File: src/rtl/mux_pkg.sv
`default_nettype none
// ============================================================================
//  Module      : mux_pkg
//  Description : Shared constants and helpers for the N:1 stream multiplexer.
//  Revision    : 1.0 - initial release
// ============================================================================
package mux_pkg;

    // Channel-selection modes
    localparam int MODE_SEL = 0;  // external select input picks the channel
    localparam int MODE_RR  = 1;  // round-robin arbitration among valid channels

    // Ceiling log2, usable in constant expressions
    function automatic int clog2(input int value);
        int r;
        r = 0;
        while ((1 << r) < value) begin
            r = r + 1;
        end
        return r;
    endfunction

endpackage : mux_pkg
`default_nettype wire

File: src/rtl/rr_pick.sv
`default_nettype none
// ============================================================================
//  Module      : rr_pick
//  Description : Round-robin candidate search. Returns the first requesting
//                channel at or above ptr, wrapping modulo NCH.
//  Revision    : 1.0 - initial release
// ============================================================================
module rr_pick #(
    parameter int NCH  = 4,
    parameter int SELW = 2
) (
    input  logic [NCH-1:0]  req,
    input  logic [SELW-1:0] ptr,
    output logic [SELW-1:0] grant,
    output logic            any_req
);

    localparam logic [SELW:0] c_nch = (SELW + 1)'(NCH);

    logic [NCH-1:0]  w_rot;
    logic [SELW-1:0] w_off;
    logic [SELW:0]   w_sum;

    // Rotate so bit 0 corresponds to channel ptr; the doubled vector handles wrap
    assign w_rot   = NCH'({req, req} >> ptr);
    assign any_req = |req;

    // Lowest set bit of the rotated request is the distance from ptr
    always_comb begin
        w_off = '0;
        for (int i = NCH - 1; i >= 0; i--) begin
            if (w_rot[i]) begin
                w_off = SELW'(i);
            end
        end
    end

    // Map the distance back to an absolute channel index, wrapping below NCH
    always_comb begin
        w_sum = {1'b0, ptr} + {1'b0, w_off};
        if (w_sum >= c_nch) begin
            w_sum = w_sum - c_nch;
        end
        grant = w_sum[SELW-1:0];
    end

endmodule : rr_pick
`default_nettype wire

File: src/rtl/mux_n1_stream.sv
`default_nettype none
// ============================================================================
//  Module      : mux_n1_stream
//  Description : N:1 valid/ready stream multiplexer with a single registered
//                output stage. Channel chosen by external select (MODE 0) or
//                round-robin arbitration (MODE 1).
//  Revision    : 1.0 - initial release
// ============================================================================
module mux_n1_stream
    import mux_pkg::*;
#(
    parameter  int WIDTH = 8,
    parameter  int NCH   = 4,
    parameter  int MODE  = 0,
    localparam int SELW  = (clog2(NCH) < 1) ? 1 : clog2(NCH)
) (
    input  logic                 clk,
    input  logic                 rst_n,
    input  logic [NCH*WIDTH-1:0] in_data,
    input  logic [NCH-1:0]       in_valid,
    output logic [NCH-1:0]       in_ready,
    input  logic [SELW-1:0]      sel,
    output logic [WIDTH-1:0]     out_data,
    output logic                 out_valid,
    input  logic                 out_ready,
    output logic [SELW-1:0]      out_id
);

    localparam logic [SELW:0] c_nch = (SELW + 1)'(NCH);

    logic             r_out_valid;
    logic [WIDTH-1:0] r_out_data;
    logic [SELW-1:0]  r_out_id;

    logic             w_load_en;
    logic [SELW-1:0]  w_cand;
    logic             w_cand_ok;
    logic [WIDTH-1:0] w_cand_data;
    logic             w_cand_valid;
    logic [NCH-1:0]   w_ready;
    logic             w_xfer;

    // The output register can take a word when empty or being drained
    assign w_load_en = !r_out_valid | out_ready;

    generate
        if (MODE == MODE_RR) begin : g_rr
            logic [SELW-1:0] r_ptr;
            logic [SELW-1:0] w_grant;
            logic            w_any;
            logic            w_unused_sel;

            // sel has no role when arbitrating
            assign w_unused_sel = ^sel;

            rr_pick #(
                .NCH  (NCH),
                .SELW (SELW)
            ) u_rr_pick (
                .req     (in_valid),
                .ptr     (r_ptr),
                .grant   (w_grant),
                .any_req (w_any)
            );

            // With nobody requesting there is no candidate, so no ready is offered
            assign w_cand    = w_grant;
            assign w_cand_ok = w_any;

            // Priority pointer moves just past the channel that was served
            always_ff @(posedge clk) begin
                if (!rst_n) begin
                    r_ptr <= '0;
                end else if (w_xfer) begin
                    r_ptr <= (w_cand == SELW'(NCH - 1)) ? '0 : w_cand + 1'b1;
                end
            end
        end else begin : g_sel
            // Out-of-range select (non-power-of-two NCH) yields no candidate
            assign w_cand    = sel;
            assign w_cand_ok = ({1'b0, sel} < c_nch);
        end
    endgenerate

    // Candidate data/valid mux and one-hot ready; ready never looks at in_valid[c]
    always_comb begin
        w_cand_data  = '0;
        w_cand_valid = 1'b0;
        w_ready      = '0;
        for (int k = 0; k < NCH; k++) begin
            if (w_cand == SELW'(k)) begin
                w_cand_data  = in_data[k*WIDTH +: WIDTH];
                w_cand_valid = in_valid[k];
                w_ready[k]   = w_cand_ok & w_load_en & rst_n;
            end
        end
    end

    assign in_ready = w_ready;
    assign w_xfer   = w_cand_ok & w_cand_valid & w_load_en & rst_n;

    // Single output stage: load on transfer, empty on an idle load slot, else hold
    always_ff @(posedge clk) begin
        if (!rst_n) begin
            r_out_valid <= 1'b0;
            r_out_data  <= '0;
            r_out_id    <= '0;
        end else if (w_load_en) begin
            r_out_valid <= w_xfer;
            if (w_xfer) begin
                r_out_data <= w_cand_data;
                r_out_id   <= w_cand;
            end
        end
    end

    assign out_valid = r_out_valid;
    assign out_data  = r_out_data;
    assign out_id    = r_out_id;

endmodule : mux_n1_stream
`default_nettype wire

File: config.mk
export PLATFORM = sky130hd
export DESIGN_NAME = mux_n1_stream
export DESIGN_NICKNAME = d
export VERILOG_FILES = /design/src/rtl/mux_pkg.sv /design/src/rtl/rr_pick.sv /design/src/rtl/mux_n1_stream.sv
export SDC_FILE = /design/constraint.sdc
export NUM_CORES = 1
export LEC_CHECK = 0
export ABC_AREA = 0
export BUFFER_PORTS_ARGS = -buffer_cell sky130_fd_sc_hd__clkbuf_2
export CORE_ASPECT_RATIO = 1.1
export CORE_MARGIN = 3
export CORE_UTILIZATION = 35
export CTS_CLUSTER_DIAMETER = 40
export DETAILED_ROUTE_END_ITERATION = 8
export PLACE_DENSITY = 0.83
export SLEW_MARGIN = 30
export SYNTH_ARGS = -nofsm -noshare
export SYNTH_HDL_FRONTEND = slang
export SYNTH_HIERARCHICAL = 1
export SYNTH_SLANG_ARGS = --single-unit
File: constraint.sdc
create_clock -name clk -period 1.1 [get_ports clk]
set_input_delay 0.165 -clock clk [delete_from_list [all_inputs] [get_ports clk]]
set_output_delay 0.165 -clock clk [all_outputs]
set_load 0.03 [all_outputs]
==> summary.txt <==
failing checks = setup timing
Worst path top cell family by delay = flip-flops
minimum clock period = 1.29 ns
outcome = finished with violations
setup tns final = -1.78 ns
Final ANT Viol Nets = 0
slack of the critical path = -0.193 ns
Vias per Instance = 5.27
Leakage = 0.574 nW
CP Capture Type = primary output
crit-path cells = nand2b_4 > nand2_4 > nor3_4 > clkbuf_8
clk sinks = 11
Worst Hold Class = in2reg
CP bufs+invs = 1
unrepaired setup endpoints after global routing = yes
Die ar. = 2650 sq um
hold_buf cts = 0
cts bufs inserted = 3
hpwl dp = 1830 um
Syn Area/Cell = 10.0 sq um
Slew @ Worst Pin = 0.520 ns
met2 wire length = 1340 um
register area share after synthesis = 30.4%
FP Rows = 16
slowest CP cell = dfxtp_4
Nets = 177
global-route wire length before repair = 4200 um
post-synthesis net count = 113
initial drt markers = 17
M1 WL = 885 um
uppermost routed layer = met4
max-cap violations = 0
critical-path maximum fanout = 4
final WL = 2480 um
Cell Pwr Density = 970 nW/um^2
CTS tree = yes
vias in the first global route = 913
# setup viols final = 14
clock skew = 0.00328 ns
gp weighted congestion = 0.779
antenna cells = 0
Final Cell Area = 1240 sq um
maximum VDD drop = 0.000516 V
Place WS = -0.276 ns
Mapped Cells = 72
Hold Vio Cnt, Final = 0
Die Y-Extent = 53.7 um
CTS Root Cell = clkbuf_4
GRT Total Usage = 21.5%
largest net degree at the start of global routing = 12
FF/Latch Area = 224 sq um
met3 wire length = 178 um
Slew HR = 64.4%
Yosys reg bits = 11
Core Box Area = 1860 sq um
Skew-Pair Late Insertion Delay = 0.27 ns
area of the multi-input gates = 574 sq um
vias = 854
period utilization = 118%
WL/cell = 15.3 um
Crit path required time = 0.94 ns
yosys warns = 6
GRT overflow = 0
first-pass iteration count of the detailed router = 4
I/O pins = 56
htree depth = 1
initial antenna violation count = 0
Port Buffers = 55
CP max stage delay = 0.36 ns
maximum clock frequency = 0.773 GHz
Die Wd = 49.3 um
DP Area = 1090 sq um
layout cell share with drive strength beyond 1 = 70.4%
crit path DAT = 1.13 ns
clk slew on worst S/H paths = 0.07 ns
fillers = 160
area grow syn2layout = 72.1%
startpoint types = flip-flop
Setup CP Type = reg2out
Synth Cell Area = 723 sq um
Cell variety after synth = 21
Slew Limit Fails = 0
CTS Buffer Depth = 2
Starting Density = 38.8%
DR DRC count = 0
==> cell usage after synthesis <==
library cell  count  area share, %
buf_2             3            2.1
nor3_2            1            1.4
nand2b_1          1           0.87
or3_1             1           0.87
nor3_1            4            2.8
clkbuf_1          1           0.52
nand3_1          10            6.9
o21ai_1          10            6.9
mux2_4            1            2.1
inv_1             1           0.52
inv_2             1           0.52
buf_6             1            1.6
mux2i_1           1            1.4
nor2b_1           2            1.7
mux4_2            8             25
dfxtp_1          11             30
buf_4             1            1.0
a21oi_2           1            1.2
a21boi_1         10             10
nand2_1           2            1.0
and3_1            1           0.87
==> placed cells by master, fill, tap and decap left out, drive strengths merged <==
cell type,netlist,layout
clkbuf,1,58
dfxtp,11,11
o21ai,10,10
a21boi,10,10
buf,5,10
nand3,10,10
mux4,8,8
nor3,5,5
or3,1,2
inv,2,2
nand2,2,2
nor2b,2,2
nand2b,1,1
mux2i,1,1
mux2,1,1
and3,1,1
a21oi,1,1
==> state kept, by name, indices dropped and copies added, names as in the netlist <==
register   cells
out_data       8
out_id         2
out_valid      1
==> power breakdown <==
| part | switching, mW | total, mW | internal [mW] |
|---|---|---|---|
| Clock | 0.136 | 0.276 | 0.140 |
| Sequential | 0.0233 | 0.455 | 0.432 |
| Combinational | 0.252 | 0.475 | 0.224 |
| Total | 0.411 | 1.21 | 0.796 |
==> path summary, 6_finish.rpt <==
check	from	end	slack, ns	depth (start not counted)
max reg2reg	out_valid	out_data[6]	-0.15	4
min reg2reg	out_data[1]	out_data[1]	0.47	2
max	out_valid	in_ready[3]	-0.19	4
min	in_valid[3]	out_valid	0.33	4
==> worst reg2reg max path: cells and delay by family, from the launching register on <==
| family | cells | cell delay (ns) |
|---|---|---|
| and+or+nand+nor | 3 | 0.68 |
| DFF | 1 | 0.36 |
| AOI/OAI and AO/OA | 1 | 0.09 |
==> logic make-up after synthesis <==
logic type | after synthesis | synth area share [%]
AOI/OAI and AO/OA | 21 | 18.5
muxes | 10 | 28.4
DFF | 11 | 30.4
and+or+nand+nor | 22 | 16.4
buffers and inverters | 8 | 6.23
==> layer usage <==
metal | global-route usage, % | up-vias
met5 | 0 | -
met4 | 14.2 | 0
met3 | 5.26 | 8
met2 | 41.1 | 44
met1 | 21.0 | 398
li1 | - | 404
==> metrics by stage <==
| step | std cells | utilization (%) | power [mW] | hold WS (ns) |
|---|---|---|---|---|
| finish | 162 | 66.9 | 1.21 | 0.328 |
| global route | 162 | 66.9 | 1.28 | 0.338 |
| CTS | 162 | 66.5 | 1.21 | 0.321 |
| detailed placement | 154 | 58.7 | 0.880 | 0.459 |
| global placement | 154 | 58.7 | 0.869 | 0.453 |
| floorplan | 72 | - | 0.736 | 0.318 |
==> repair_timing <==
| action | in CTS | in global routing |
|---|---|---|
| cloned | 1 | 0 |
| resized for setup | 19 | 2 |
| pin swaps | 8 | 0 |
| setup endpoints to repair | 14 | 14 |
| setup buffers | 3 | 0 |
==> layout make-up <==
class / instances / share of cell area, %
clock buffers: 4 / 2.11
flip-flops and latches: 11 / 18.0
well taps: 27 / 2.71
multi-input cells: 54 / 46.1
repair buffers: 64 / 30.5
inverters: 2 / 0.603
No activity file was read; power rests on OpenSTA's default activity.
